==> src/rtl/ram_arbiter.sv <==
// Round-robin arbiter sharing one single-port RAM between clients A and B,
// with a built-in sequencer that zeroes every word on command.
//
// state  | meaning
// IDLE   | sample clr_start / requests, latch the granted command
// ACCESS | RAM driven with latched command; read data captured at exit
// RESP   | ack pulse visible to the granted port
// CLEAR  | one zero-write per cycle, address 0 .. 2**ADDR_W-1
module ram_arbiter #(
  parameter int ADDR_W = 5,
  parameter int DATA_W = 32
) (
  input  logic              clk,
  input  logic              rst_n,
  input  logic              req_a,
  input  logic              we_a,
  input  logic [ADDR_W-1:0] addr_a,
  input  logic [DATA_W-1:0] wdata_a,
  output logic              ack_a,
  output logic [DATA_W-1:0] rdata_a,
  input  logic              req_b,
  input  logic              we_b,
  input  logic [ADDR_W-1:0] addr_b,
  input  logic [DATA_W-1:0] wdata_b,
  output logic              ack_b,
  output logic [DATA_W-1:0] rdata_b,
  input  logic              clr_start,
  output logic              busy,
  output logic              ram_ena,
  output logic              ram_wena,
  output logic [ADDR_W-1:0] ram_addr,
  output logic [DATA_W-1:0] ram_wdata,
  input  logic [DATA_W-1:0] ram_rdata
);

  localparam logic [1:0] ST_IDLE   = 2'd0;
  localparam logic [1:0] ST_ACCESS = 2'd1;
  localparam logic [1:0] ST_RESP   = 2'd2;
  localparam logic [1:0] ST_CLEAR  = 2'd3;

  localparam logic [ADDR_W-1:0] ADDR_LAST = '1;

  logic [1:0]        state_q, state_d;
  logic              ptr_b_q, ptr_b_d;
  logic              gnt_b_q, gnt_b_d;
  logic [ADDR_W-1:0] cnt_q, cnt_d;
  logic              ack_a_q, ack_a_d;
  logic              ack_b_q, ack_b_d;
  logic [DATA_W-1:0] rdata_a_q, rdata_a_d;
  logic [DATA_W-1:0] rdata_b_q, rdata_b_d;
  logic              busy_q, busy_d;
  logic              ram_ena_q, ram_ena_d;
  logic              ram_wena_q, ram_wena_d;
  logic [ADDR_W-1:0] ram_addr_q, ram_addr_d;
  logic [DATA_W-1:0] ram_wdata_q, ram_wdata_d;
  logic              sel_b;

  // B wins when it is alone, or when both ask and the pointer names B.
  assign sel_b = req_b && (!req_a || ptr_b_q);

  always_comb begin
    state_d     = state_q;
    ptr_b_d     = ptr_b_q;
    gnt_b_d     = gnt_b_q;
    cnt_d       = cnt_q;
    ack_a_d     = 1'b0;
    ack_b_d     = 1'b0;
    rdata_a_d   = rdata_a_q;
    rdata_b_d   = rdata_b_q;
    busy_d      = busy_q;
    ram_ena_d   = ram_ena_q;
    ram_wena_d  = ram_wena_q;
    ram_addr_d  = ram_addr_q;
    ram_wdata_d = ram_wdata_q;

    case (state_q)
      ST_IDLE: begin
        ram_ena_d  = 1'b0;
        ram_wena_d = 1'b0;
        if (clr_start) begin
          state_d     = ST_CLEAR;
          busy_d      = 1'b1;
          cnt_d       = '0;
          ram_ena_d   = 1'b1;
          ram_wena_d  = 1'b1;
          ram_addr_d  = '0;
          ram_wdata_d = '0;
        end else if (req_a || req_b) begin
          state_d     = ST_ACCESS;
          gnt_b_d     = sel_b;
          ptr_b_d     = !sel_b;
          ram_ena_d   = 1'b1;
          ram_wena_d  = sel_b ? we_b : we_a;
          ram_addr_d  = sel_b ? addr_b : addr_a;
          ram_wdata_d = sel_b ? wdata_b : wdata_a;
        end
      end
      ST_ACCESS: begin
        // The RAM only drives ram_rdata for reads; never capture on a write.
        if (!ram_wena_q) begin
          if (gnt_b_q) rdata_b_d = ram_rdata;
          else         rdata_a_d = ram_rdata;
        end
        ram_ena_d  = 1'b0;
        ram_wena_d = 1'b0;
        ack_a_d    = !gnt_b_q;
        ack_b_d    = gnt_b_q;
        state_d    = ST_RESP;
      end
      ST_RESP: begin
        state_d = ST_IDLE;
      end
      ST_CLEAR: begin
        if (cnt_q == ADDR_LAST) begin
          state_d    = ST_IDLE;
          busy_d     = 1'b0;
          cnt_d      = '0;
          ram_ena_d  = 1'b0;
          ram_wena_d = 1'b0;
        end else begin
          cnt_d      = cnt_q + 1'b1;
          ram_addr_d = cnt_q + 1'b1;
        end
      end
      default: begin
        state_d = ST_IDLE;
      end
    endcase
  end

  always_ff @(posedge clk or negedge rst_n) begin
    if (!rst_n) begin
      state_q     <= ST_IDLE;
      ptr_b_q     <= 1'b0;
      gnt_b_q     <= 1'b0;
      cnt_q       <= '0;
      ack_a_q     <= 1'b0;
      ack_b_q     <= 1'b0;
      rdata_a_q   <= '0;
      rdata_b_q   <= '0;
      busy_q      <= 1'b0;
      ram_ena_q   <= 1'b0;
      ram_wena_q  <= 1'b0;
      ram_addr_q  <= '0;
      ram_wdata_q <= '0;
    end else begin
      state_q     <= state_d;
      ptr_b_q     <= ptr_b_d;
      gnt_b_q     <= gnt_b_d;
      cnt_q       <= cnt_d;
      ack_a_q     <= ack_a_d;
      ack_b_q     <= ack_b_d;
      rdata_a_q   <= rdata_a_d;
      rdata_b_q   <= rdata_b_d;
      busy_q      <= busy_d;
      ram_ena_q   <= ram_ena_d;
      ram_wena_q  <= ram_wena_d;
      ram_addr_q  <= ram_addr_d;
      ram_wdata_q <= ram_wdata_d;
    end
  end

  assign ack_a     = ack_a_q;
  assign ack_b     = ack_b_q;
  assign rdata_a   = rdata_a_q;
  assign rdata_b   = rdata_b_q;
  assign busy      = busy_q;
  assign ram_ena   = ram_ena_q;
  assign ram_wena  = ram_wena_q;
  assign ram_addr  = ram_addr_q;
  assign ram_wdata = ram_wdata_q;

endmodule
==> config.mk <==
export PLATFORM = sky130hd
export DESIGN_NAME = ram_arbiter
export DESIGN_NICKNAME = d
export VERILOG_FILES = /design/src/rtl/ram_arbiter.sv
export SDC_FILE = /design/constraint.sdc
export NUM_CORES = 1
export LEC_CHECK = 0
export BUFFER_PORTS_ARGS = -buffer_cell sky130_fd_sc_hd__buf_2
export CAP_MARGIN = 20
export CORE_ASPECT_RATIO = 1.25
export CORE_MARGIN = 8
export CORE_UTILIZATION = 48
export DETAILED_ROUTE_END_ITERATION = 8
export PLACE_DENSITY = 0.81
export SETUP_SLACK_MARGIN = 0.1
export SLEW_MARGIN = 15
export SYNTH_ARGS = -nofsm -noshare
export SYNTH_HDL_FRONTEND = slang
export SYNTH_SLANG_ARGS = --single-unit
==> constraint.sdc <==
create_clock -name clk -period 1.9 [get_ports clk]
set_input_delay 0.19 -clock clk [delete_from_list [all_inputs] [get_ports clk]]
set_output_delay 0.19 -clock clk [all_outputs]
set_load 0.01 [all_outputs]
Word-level counts from Yosys, hierarchy flattened

Cells that the tools add are included.

Latch bits: 0
Memories kept: 0
Register bits after elaboration: 115
Bits in writable memories: 0
Memory bits (read-only): 0
Word-level logic and storage cells: 71
Output and inout port bits: 106

Add/sub/neg operators: 1
Shift operators: 0
$mul: 0
Div/mod/pow operators: 0
Magnitude comparators: 0
Multiplexer cells: 27
Bitwise gates (word level): 3
Reductions and logical operators: 19
Eq/ne operators: 8

Operator list:

| cell                  | number |
|---|---|
| $mux W32              | 3 |
| $mux W5               | 6 |
| $pmux W5 S2           | 2 |
| $reduce_and A3 Y1     | 5 |
| $mux W1               | 9 |
| $pmux W2 S4           | 1 |
| $reduce_and A2 Y1     | 4 |
| $mux W2               | 3 |
| $ne A2 B2 Y1 const B  | 3 |
| $pmux W1 S3           | 2 |
| $add A5 B1 Y5 const B | 1 |
| $eq A5 B5 Y1 const B  | 1 |
| $eq A2 B2 Y1 const B  | 2 |
| $reduce_bool A2 Y1    | 2 |
| $logic_not A1 Y1      | 3 |
| $ne A3 B3 Y1 const B  | 1 |
| $not A1 Y1            | 3 |
| $reduce_bool A3 Y1    | 1 |
| $eq A2 B1 Y1 const B  | 1 |
| $logic_not A2 Y1      | 1 |
| $logic_or A1 B1 Y1    | 2 |
| $pmux W1 S2           | 1 |
| $logic_and A1 B1 Y1   | 1 |

Logic depth before layout (Yosys ltp)

Gate-level depths: netlist of the first run.

Depth in word-level cells: 7
Mapped depth: 7
Gate-level depth less buffers: 7

Least setup slack after synthesis of the first run

OpenSTA, ideal clock, no wires.

Path kind: register -> register
Start point: reg cnt_q[0]
End point: reg ram_addr_q[2], in the netlist ram_addr[2]
Stages on the path, launching flop included: 8
Arrival time: 1.647 ns
Clock period less this slack: 1.768 ns
Slack: 0.132 ns
Buffers on the path: 1
Path through: dfrtp_1 > ha_1 > and3_1 > ha_1 > o22ai_1 > buf_4 > o21ai_0 > o22a_1

Cells in the longest elaborated chain, start to end: 3

Ends and longest elaborated chain:

| element                                                 | line     | text |
|---|---|---|
| start: declaration                                      | 46       | `logic [ADDR_W-1:0] cnt_q, cnt_d;` |
| start signal: assignment                                | 150      | `cnt_q <= cnt_d;` |
| $add A5 B1 Y5 / $eq A5 B5 Y1 (equally long branches)    | 122, 114 |  |
| $mux W5 / $ne A2 B2 Y1 (equally long branches)          | --       |  |
| $pmux W5 S2 / $reduce_and A3 Y1 (equally long branches) | --       |  |
| end signal: assignment                                  | 158      | `ram_addr_q <= ram_addr_d;` |
| end: declaration                                        | 54       | `logic [ADDR_W-1:0] ram_addr_q, ram_addr_d;` |

Several ways; a longest one is shown, not always the timed one. The select of a mux whose other input is x is not followed.
A chain may end at the register's enable or synchronous reset.

Worst setup path after layout of the first run

Start point: reg cnt_q[1]
End point: reg ram_addr_q[3], in the netlist ram_addr[3]

The elaborated chain is that of the path after synthesis.

==> parameters.txt, run 1 <==
Parameter                              Value

Run status
  Status ... finished, final reports clean

Global route
  Initial antenna violation count ... 0
  Number of global-route vias before repair ... approximately 4300
  Wire length of the first global-routing pass ... approximately 22000 um
  Gr ovfl total ... 0
  Pin count of the biggest net entering global routing ... 44
  Overall track demand over capacity in global routing ... between 10% and 20%

Detailed routing
  Total wire length after detailed routing ... between 10000 and 15000 um
  DR WL/cell ... 17.96 um
  Residual DRC count ... 0
  Post-DRT Antenna Nets ... 0
  Via count of the routed design ... roughly 4000
  Number of optimization iterations in the first detailed-route pass ... 4
  Via density per instance ... just over 5
  Detailed router's first-iteration violation count ... 102

Critical path
  Element type at the critical path start ... register
  Buf+Inv Stages, Crit Path ... 0
  Worst EP arrival ... about 2.0 ns
  Cell class contributing the biggest share of worst-path delay ... compound AO/OA/AOI/OAI gates
  Worst-path maximum fanout ... 8
  RR Endpoint ... ram_addr[3]$_DFFE_PN0P_
  Flop-to-flop setup slack ... a little over 0.2 ns
  Critical R2R Launch ... cnt_q[1]$_DFFE_PN0P_
  Critical-path top delay cell ... dfrtp_1
  Critical path data required time ... about 2.2 ns
  Reg2reg path depth ... 6
  Worst setup path startpoint ... cnt_q[1]$_DFFE_PN0P_
  Nature of the critical path endpoint ... register
  Setup Crit Path Kind ... register to register
  Critical path cell sequence ... ha_1 -> and3_1 -> ha_4 -> o22ai_4 -> o21ai_1 -> o32a_1
  Maximum cell stage delay along the critical path ... approximately 0.4 ns

Clocking
  Number of clock buffers inserted by TritonCTS ... 17
  Number of sinks handled by clock tree synthesis ... approximately 120
  Clk pin slew, worst setup/hold paths ... 0.05 ns
  Number of H-tree levels ... 4
  Clock tree from TritonCTS ... yes
  Worst-case clock buffer depth ... 2
  Clk Latency, worst-skew pair ... around 0.40 ns
  Cell at the root of the clock tree ... clkbuf_16

STA
  Minimum setup slack in the final design ... a little over 0.2 ns
  Final setup violation count ... 0
  Tcrit/Tclk final ... about nine tenths
  Final number of hold-violating endpoints ... 0
  Number of max-slew violations in the final report ... 0
  Relative slew margins ... a little under two thirds
  Setup_tns ... 0 ns
  RSZ-0062 raised after global routing ... false
  Clock period minus worst slack ... 1.698 ns
  Clock Skew ... slightly below 0.007 ns
  Worst-Margin Slew ... ~0.55 ns
  Smallest hold slack ... 0.03410 ns
  Highest attainable clock frequency ... slightly below 600 MHz

Placed design
  Worst-case setup slack after placement ... just under 0.08 ns
  Port-buffer cells ... 218
  Half-perimeter wire length after detailed placement ... approximately 10000 um
  Placed Cells incl. Taps ... around 730
  Final weighted congestion of routability-driven global placement ... around 0.80

Worst hold path
  Hold endpoint ... rdata_b[3]$_DFFE_PN0P_
  Min-delay worst type ... input pin to register
  Worst Hold Launch ... ram_rdata[3]
  Instance count along the most critical hold path ... 2

Floorplanning
  Floorplan die width ... ~110 um
  Starting density of the core ... about half
  Row cnt ... roughly 40
  Area of the core region ... a little over 10000 sq um
  Die extent in y ... ~130 um
  Total die area ... approximately 14000 sq um
  Num ports ... 219

Logic synthesis
  Number of distinct library cells after synthesis ... 39
  Mean area per synthesized cell ... 12.84 sq um
  Dominant synthesized flop cell ... dfrtp_1
  Number of flops mapped to enable cells by yosys ... 0
  Post-Syn Instances ... between 300 and 400
  Number of flip-flops and latches in the synthesized netlist ... around 120
  Number of warnings printed during yosys synthesis ... 0
  Part of the Yosys area used for sequential elements ... between 50% and 60%
  Synthesized net count ... 505
  Mapped cell area ... 5007 sq um
  Fraction of synthesis flops using an asynchronous set or reset pin ... between 90% and 100%

Power and ir drop
  Overall power after layout ... 11.95 mW
  Maximum vdd drop ... between 700 and 800 uV
  Power Density ... between 1500 and 2000 nW/um^2
  Static leakage ... 3.639 nW

Finish
  Number of nets in the finished design ... 735
  Area Overhead vs Synth ... 37.38%
  Number of antenna cells inserted ... 0
  Fraction of layout instances using a drive strength above 1 ... ~53%
  Non-filler cells, final ... between 700 and 800

Run
  Max Cap Viol ... 0
layout by cell type, fill, tap and decap left out, types with 8 or more instances in the layout:
cell type,netlist,routed
a21oi_1,8,8
buf_2,5,218
buf_4,4,12
clkbuf_16,0,17
dfrtp_1,115,115
mux2_2,60,60
mux2i_1,34,34
nand2_1,42,42
nor2_1,9,9
o21ai_0,16,15
o21ai_1,25,26
cell families (layout without fill, tap and decap cells):
| group | Yosys count | in the layout | share of synthesized area (%) |
|---|---|---|---|
| flip-flops | 115 | 115 | 57.47 |
| multiplexers | 99 | 99 | 21.49 |
| AND/OR/NAND/NOR | 78 | 78 | 7.422 |
| AO/OA/AOI/OAI | 66 | 66 | 7.696 |
| buffers and inverters | 28 | 270 | 5.073 |
| adder cells (fa/ha/maj) | 2 | 2 | 0.4997 |
| XOR/XNOR | 2 | 2 | 0.3499 |
cell usage after synthesis, types with 5 or more instances:
master    number  area share [%]
buf_2          5            0.50
nor2_1         9            0.67
dfrtp_1      115              57
o21ai_2        5            0.87
nand2b_1       5            0.62
o21ai_1       25             2.5
nand2_1       42             3.1
o21ai_0       16             1.6
mux2_2        60              13
buf_6         10             2.2
mux2i_1       34             6.8
a21oi_1        8            0.80
per-stage QoR:
step / util (%) / area, sq um
after floorplan: - / 5007
after global placement: 61.43 / 6208
after detailed placement: 61.43 / 6208
after CTS: 67.67 / 6839
after global routing: 68.07 / 6879
final: 68.07 / 6879
registers in the layout, indices dropped and copies added, names as in the netlist:
name	cells
busy	1
ram_wena	1
gnt_b_q	1
ram_ena	1
rdata_b	32
ram_addr	5
ack_b	1
cnt_q	5
ram_wdata	32
ptr_b_q	1
state_q	2
rdata_a	32
ack_a	1
power by group:
part	switching [mW]	internal (mW)	total, mW	leakage (nW)
logic	2.28	2.15	4.43	1.88
clock network	1.05	2.25	3.30	0.296
registers	0.644	3.58	4.22	1.46
layout make-up:
class	count	area [sq um]
fillers	748	3227
flip-flops and latches	115	2878
multi-input cells	247	1912
repair buffers	237	1303
clock buffers	22	464.2
well taps	129	161.4
clock inverters	9	153.9
inverters	2	7.507
per-layer routing:
metal  share of wire [%]  up-vias  global-route usage (%)
li1                    -     1831                       -
met1                  40     1945                   22.74
met2                  52      159                   33.58
met3                 7.2       11                   6.808
met4                 1.0        0                   5.237
met5                   0        -                       0
worst max path at each step:
stage                     depth (start not counted)                        to  slack [ns]
after floorplan                                   7   ram_addr[2]$_DFFE_PN0P_        0.13
after global placement                            7   ram_addr[0]$_DFFE_PN0P_        0.15
after detailed placement                          7   ram_addr[0]$_DFFE_PN0P_        0.08
after CTS                                         7   ram_addr[0]$_DFFE_PN0P_        0.13
after global routing                              5  ram_wdata[7]$_DFFE_PN0P_        0.10
final                                             6   ram_addr[3]$_DFFE_PN0P_        0.20
what timing repair did:
item | CTS | global route
cloned | 0 | 1
pin swaps | 0 | 1
hold buffers | 1 | 0
hold endpoints to repair | 40 | 0
buffers inserted | 0 | 1
setup endpoints to repair | 2 | 5
gates resized for setup | 1 | 5
No activity file was read; power rests on OpenSTA's default activity.
==> run 2: changes to the inputs <==
--- a/config.mk
+++ b/config.mk
@@ -7,7 +7,7 @@
 export LEC_CHECK = 0
 export BUFFER_PORTS_ARGS = -buffer_cell sky130_fd_sc_hd__buf_2
 export CAP_MARGIN = 20
-export CORE_ASPECT_RATIO = 1.25
+export CORE_ASPECT_RATIO = 1.75
 export CORE_MARGIN = 8
 export CORE_UTILIZATION = 48
 export DETAILED_ROUTE_END_ITERATION = 8
==> run 2 against run 1 <==
Clock power barely moved; utilization shrank 1.2 points; largest cell class unchanged; largest power group unchanged; setup slack worse by 0.061 ns; clock skew fell by 0.00094 ns.
==> parameters.txt, run 2 (synthesis results as in run 1) <==
Parameter                              Value

Finish
  Number of antenna cells inserted ... 0 (unchanged)
  Number of fillers in the final layout ... 792 (+5.9%)
  Multi-input gate area ... 1907 sq um (-0.26%)
  Number of nets in the finished design ... 731 (-0.54%)
  Fraction of layout instances using a drive strength above 1 ... 53.58% (+0.25 points)
  Most common cell after layout, fill and taps aside ... buf_2
  Final core utilization ... 66.88% (-1.2 points)
  Non-filler cells, final ... 756 (-0.66%)
  Most frequent cells in the layout ... buf_2 (217), dfrtp_1 (115), mux2_2 (60), nand2_1 (42), mux2i_1 (34)
  Register cell area after layout ... 2878 sq um (unchanged)
  Area Overhead vs Synth ... 36.76%

Clocking
  Clk pin slew, worst setup/hold paths ... 0.06 ns (about the same)
  Number of buffers added for setup after CTS ... 0 (unchanged)
  Clk Latency, worst-skew pair ... 0.39 ns (about the same)
  Worst-case clock buffer depth ... 2 (unchanged)
  Cell at the root of the clock tree ... clkbuf_16
  Number of sinks handled by clock tree synthesis ... 115 (unchanged)
  Number of clock buffers inserted by TritonCTS ... 17 (unchanged)
  Number of H-tree levels ... 4 (unchanged)
  Clock tree from TritonCTS ... yes

Floorplanning
  Floorplan die width ... 93.21 um (-13%)
  Die extent in y ... 151.1 um (+16%)
  Area of the core region ... 10240 sq um (+1.3%)
  Num ports ... 219 (unchanged)
  Row cnt ... 49 (+20%)
  Total die area ... 14080 sq um (+0.77%)
  Starting density of the core ... 48.91% (-0.64 points)

Power and ir drop
  Power Density ... 1728 nW/um^2 (-0.48%)
  Combinational group share of total power ... 36.9% (-0.2 points)
  Share of power burned in registers ... 35.5% (+0.2 points)
  Maximum vdd drop ... 1014 uV (+30%)
  Share of total power in the clock network ... 27.6% (about the same)
  Internal Power ... 7.827 mW (-1.9%)
  Switching share of power ... 33.87% (+0.62 points)
  Net switching power ... 4.008 mW (+0.91%)
  Static leakage ... 3.620 nW (-0.53%)

Detailed routing
  Residual DRC count ... 0 (unchanged)
  Number of optimization iterations in the first detailed-route pass ... 4 (unchanged)
  Via density per instance ... 5.201 (+0.30%)
  Detailed router's first-iteration violation count ... 94 (-7.8%)
  Total wire length after detailed routing ... 13470 um (-1.4%)
  Post-DRT Antenna Nets ... 0 (unchanged)
  Via count of the routed design ... 3932 (-0.35%)
  DR WL/cell ... 17.82 um (-0.76%)

STA
  Worst-Margin Slew ... 0.6036 ns (+0.05852 ns)
  Final setup violation count ... 0 (unchanged)
  RSZ-0062 raised after global routing ... true
  Clock period minus worst slack ... 1.759 ns (+0.06103 ns)
  Highest attainable clock frequency ... 568.4 MHz (-3.5%)
  Clock Skew ... 0.005959 ns (-0.0009397 ns)
  Number of max-slew violations in the final report ... 0 (unchanged)
  Tcrit/Tclk final ... 92.60% (+3.2 points)
  Relative slew margins ... 59.76% (-3.6 points)
  Setup_tns ... 0 ns (unchanged)
  Final number of hold-violating endpoints ... 0 (unchanged)

Critical path
  Nature of the critical path endpoint ... register
  Flop-to-flop setup slack ... 0.14 ns (-0.06 ns)
  Setup Crit Path Kind ... register to register
  Worst-path maximum fanout ... 5 (-3)
  Worst EP arrival ... 2.04 ns (+0.06 ns)
  Critical path data required time ... 2.18 ns (about the same)
  Element type at the critical path start ... register

Placed design
  Final weighted congestion of routability-driven global placement ... 0.8154 (+2.2%)
  Port-buffer cells ... 218 (unchanged)
  Half-perimeter wire length after detailed placement ... 10330 um (+0.57%)
  Placed Cells incl. Taps ... 723 (-0.55%)

Worst hold path
  Min-delay worst type ... input pin to register

Global route
  Overall track demand over capacity in global routing ... 19.06% (-0.50 points)
  Pin count of the biggest net entering global routing ... 116 (+160%)
  Number of global-route vias before repair ... 4380 (+1.8%)
  Wire length of the first global-routing pass ... 20910 um (-2.9%)
  Gr ovfl total ... 0 (unchanged)
  Initial antenna violation count ... 0 (unchanged)

Run
  Max Cap Viol ... 0 (unchanged)

Run status
  Status ... finished, final reports clean
run 2: cell count changes in the layout (fill, tap and decap cells not counted), sizes merged:
cell and change:
buf -4, inv +4, clkbuf -3, clkinvlp +2, bufinv -1, clkinv -1
run 2: worst paths after layout:
path / to / from / cells past startpoint
max: ram_addr[3]$_DFFE_PN0P_ / cnt_q[0]$_DFFE_PN0P_ / 6
min: rdata_b[11]$_DFFE_PN0P_ / ram_rdata[11] / 2
max reg2reg: ram_addr[3]$_DFFE_PN0P_ / cnt_q[0]$_DFFE_PN0P_ / 6
min reg2reg: ack_a$_DFF_PN0_ / gnt_b_q$_DFFE_PN0P_ / 1
max in group asynchronous: rdata_b[13]$_DFFE_PN0P_ / rst_n / 3
min in group asynchronous: ram_wdata[17]$_DFFE_PN0P_ / rst_n / 3
run 2: layout make-up:
class	instances	share of cell area, %
clock buffers	19	6.614
clock inverters	13	2.521
inverters	2	0.1096
multi-input cells	247	27.85
flip-flops and latches	115	42.02
well taps	127	2.320
repair buffers	233	18.56
run 2: timing repair:
action,in CTS,in global routing
gates resized for setup,1,3
pin swaps,0,1
hold buffers,1,0
gates cloned,0,0
hold endpoints to repair,115,0
endpoints found under the setup margin,4,6
run 2: critical path, stage by stage, from the launching register on:
cell,delay (ns)
dfrtp_1,0.38
ha_1,0.22
and3_1,0.19
ha_1,0.22
o22ai_4,0.20
o21ai_0,0.14
o32a_1,0.29
run 2: power by group through the flow:
| stage | sequential (mW) | combinational [mW] | clock (mW) |
|---|---|---|---|
| floorplan | 4.64 | 2.16 | 0 |
| global placement | 4.16 | 4.23 | 0 |
| detailed placement | 4.24 | 4.37 | 0 |
| CTS | 4.21 | 4.41 | 3.33 |
| global route | 4.36 | 4.76 | 3.43 |
| finish | 4.20 | 4.37 | 3.27 |
run 2: per-stage QoR:
stage | hold slack, ns | total power, mW | instance area (sq um) | setup slack, ns
detailed placement | 0.3210 | 8.610 | 6191 | 0.02828
CTS | 0.005140 | 11.96 | 6833 | 0.1156
global route | 0.008460 | 12.55 | 6848 | 0.05695
floorplan | -0.1056 | 6.803 | 5007 | 0.1321
finish | 0.02290 | 11.84 | 6848 | 0.1407
global placement | 0.3073 | 8.384 | 6191 | 0.1141
run 2: metal layers:
layer	GRT usage, %	up-vias	wire length [um]
met2	36.58	152	7746
met1	17.13	1924	4441
met5	0	-	0
met4	8.921	0	411
met3	6.452	33	872
li1	-	1823	-
==> run 3: changes to the inputs <==
--- a/config.mk
+++ b/config.mk
@@ -9,9 +9,9 @@
 export CAP_MARGIN = 20
 export CORE_ASPECT_RATIO = 1.75
 export CORE_MARGIN = 8
-export CORE_UTILIZATION = 48
+export CORE_UTILIZATION = 43
 export DETAILED_ROUTE_END_ITERATION = 8
-export PLACE_DENSITY = 0.81
+export PLACE_DENSITY = 0.77
 export SETUP_SLACK_MARGIN = 0.1
 export SLEW_MARGIN = 15
 export SYNTH_ARGS = -nofsm -noshare
==> constraint.sdc (replaced) <==
create_clock -name clk -period 1.4 [get_ports clk]
set_input_delay 0.14 -clock clk [delete_from_list [all_inputs] [get_ports clk]]
set_output_delay 0.14 -clock clk [all_outputs]
set_load 0.01 [all_outputs]
==> run 3 against run 2 <==
The run now ends with negative setup slack left; sequential share of layout area fell by 6.9 points; die area is 10% higher; clock-buffer cell count is 1 lower; critical path depth fell by 3; combinational power rose by 88%; critical endpoint is now ptr_b_q$_DFFE_PN0P_; routed wire length up 33%.
==> parameters.txt, run 3 (synthesis results as in run 1) <==
Parameter                              Value

STA
  Minimum setup slack in the final design ... -0.2242 ns (-0.3648 ns)
  Relative slew margins ... 70.79% (+11 points)
  Final setup violation count ... 111 (+111)
  RSZ-0062 raised after global routing ... true
  Worst-Margin Slew ... 0.4348 ns (-0.1688 ns)
  Highest attainable clock frequency ... 615.7 MHz (+8.3%)
  Clock Skew ... 0.009882 ns (+0.003923 ns)
  Clock period minus worst slack ... 1.624 ns (-0.1352 ns)
  Final number of hold-violating endpoints ... 0 (unchanged)
  Number of max-slew violations in the final report ... 0 (unchanged)
  Smallest hold slack ... 0.02323 ns (+0.0003289 ns)
  Tcrit/Tclk final ... 116.0% (+23 points)

Critical path
  Maximum cell stage delay along the critical path ... 0.60 ns (+0.22 ns)
  Critical path data required time ... 1.69 ns (-0.49 ns)
  Reg2reg path depth ... 3 (-3)
  Setup Crit Path Kind ... register to register
  Worst-path maximum fanout ... 7 (+2)
  Element type at the critical path start ... register
  Capture point of the worst path ... ptr_b_q$_DFFE_PN0P_
  RR Endpoint ... ptr_b_q$_DFFE_PN0P_
  Flop-to-flop setup slack ... -0.22 ns (-0.36 ns)
  Worst setup path startpoint ... state_q[0]$_DFFE_PN0P_
  Critical path cell sequence ... buf_6 -> or4_4 -> mux2_4
  Worst EP arrival ... 1.91 ns (-0.13 ns)
  Critical-path top delay cell ... or4_4
  Critical R2R Launch ... state_q[0]$_DFFE_PN0P_
  Nature of the critical path endpoint ... register

Clocking
  Number of H-tree levels ... 4 (unchanged)
  Clk Latency, worst-skew pair ... 0.41 ns (+0.02 ns)
  Number of sinks handled by clock tree synthesis ... 115 (unchanged)
  Clk pin slew, worst setup/hold paths ... 0.06 ns (about the same)
  Clock tree from TritonCTS ... yes
  Number of clock buffers inserted by TritonCTS ... 17 (unchanged)
  Cell at the root of the clock tree ... clkbuf_16
  Worst-case clock buffer depth ... 2 (unchanged)

Floorplanning
  Row cnt ... 52 (+6.1%)
  Num ports ... 219 (unchanged)
  Die extent in y ... 158.8 um (+5.1%)
  Total die area ... 15490 sq um (+10%)
  Area of the core region ... 11450 sq um (+12%)
  Starting density of the core ... 43.73% (-5.2 points)
  Floorplan die width ... 97.58 um (+4.7%)

Global route
  Wire length of the first global-routing pass ... 27360 um (+31%)
  Gr ovfl total ... 0 (unchanged)
  Initial antenna violation count ... 2 (+2)
  Pin count of the biggest net entering global routing ... 52 (-55%)
  Number of global-route vias before repair ... 4940 (+13%)
  Overall track demand over capacity in global routing ... 22.32% (+3.3 points)

Detailed routing
  Detailed router's first-iteration violation count ... 124 (+32%)
  Via count of the routed design ... 4442 (+13%)
  Residual DRC count ... 0 (unchanged)
  Number of optimization iterations in the first detailed-route pass ... 4 (unchanged)
  Total wire length after detailed routing ... 17860 um (+33%)
  Via density per instance ... 5.288 (+1.7%)
  Post-DRT Antenna Nets ... 0 (unchanged)
  DR WL/cell ... 21.27 um (+19%)

Power and ir drop
  Static leakage ... 4.190 nW (+16%)
  Maximum vdd drop ... 1705 uV (+68%)
  Power Density ... 2229 nW/um^2 (+29%)

Finish
  Most common cell after layout, fill and taps aside ... buf_2
  Area Overhead vs Synth ... 63.72%
  Fraction of layout instances using a drive strength above 1 ... 62.16% (+8.6 points)
  Most frequent cells in the layout ... buf_2 (217), dfrtp_1 (114), mux2_4 (38), nand2_1 (38), dlygate4sd3_1 (34)
  Number of nets in the finished design ... 805 (+10%)
  Final core utilization ... 71.59% (+4.7 points)

Run
  Max Cap Viol ... 0 (unchanged)

Placed design
  Port-buffer cells ... 218 (unchanged)
  Worst-case setup slack after placement ... -0.2192 ns (-0.2475 ns)
  Half-perimeter wire length after detailed placement ... 11020 um (+6.7%)
  Final weighted congestion of routability-driven global placement ... 0.7996 (-1.9%)

Worst hold path
  Min-delay worst type ... input pin to register

Run status
  Failing checks ... negative setup slack
  Status ... finished, violations left
-- run 3: cell count changes in the layout (fill, tap and decap cells not counted), moves of 9 or more --
cell / delta
buf_4: +13
o21ai_0: -9
mux2i_1: -13
dlygate4sd3_1: +33
mux2_4: +37
buf_6: +10
o21ai_1: -21
mux2_2: -33
o21ai_2: +28
-- run 3: stage by stage --
step	instances	area (sq um)	total power, mW	setup TNS [ns]
floorplan	390	5200	9.763	-5.654
global placement	749	6528	12.15	-7.527
detailed placement	749	6528	12.45	-10.57
CTS	831	7859	17.60	-11.61
global route	840	8198	19.21	-21.49
finish	840	8198	18.27	-17.00
-- run 3: final cells by class --
| cell class | instances | area (sq um) |
|---|---|---|
| Antenna cell | 2 | 5.005 |
| Clock buffer | 18 | 429.2 |
| Clock inverter | 14 | 153.9 |
| Fill cell | 747 | 3253 |
| Inverter | 2 | 7.507 |
| Multi-Input combinational cell | 248 | 2335 |
| Sequential cell | 115 | 2879 |
| Tap cell | 135 | 168.9 |
| Timing Repair Buffer | 306 | 2220 |
-- run 3: critical path, delay by kind of cell, from the launching register on --
kind | cells | cell delay (ns)
and+or+nand+nor | 1 | 0.60
DFF | 1 | 0.43
buffers and inverters | 1 | 0.14
muxes | 1 | 0.34
-- run 3: report_power, final --
part / internal [mW] / total (mW) / switching, mW / leakage, nW
combinational: 4.30 / 8.21 / 3.90 / 2.45
clock: 2.64 / 4.24 / 1.60 / 0.277
sequential: 4.86 / 5.83 / 0.974 / 1.46
-- run 3: worst min path at each step --
stage                        from                       to  slack, ns  cells past startpoint
floorplan                   rst_n          ack_a$_DFF_PN0_      -0.16                      0
global placement            rst_n  rdata_b[11]$_DFFE_PN0P_       0.01                      1
detailed placement          rst_n  rdata_b[11]$_DFFE_PN0P_       0.01                      1
CTS                 ram_rdata[29]  rdata_a[29]$_DFFE_PN0P_     0.0001                      2
global route        ram_rdata[17]  rdata_a[17]$_DFFE_PN0P_     0.0009                      2
finish              ram_rdata[17]  rdata_a[17]$_DFFE_PN0P_       0.02                      2
-- run 3: timing repair --
item                                   in CTS  in global routing
gates resized for setup                    43                 50
hold buffers                               34                  0
setup endpoints to repair                 111                113
buffers inserted                            8                  3
gates cloned                                8                  4
pin swaps                                  15                 15
endpoints found under the hold margin     176                  0
-- run 3: metal layers --
metal / wire length, um / vias up / part of all wire [%] / GRT usage (%)
li1: - / 1993 / - / -
met1: 6507 / 2215 / 36 / 23.49
met2: 9846 / 203 / 55 / 39.99
met3: 1077 / 31 / 6.0 / 6.516
met4: 432 / 0 / 2.4 / 9.356
met5: 0 / - / 0 / 0
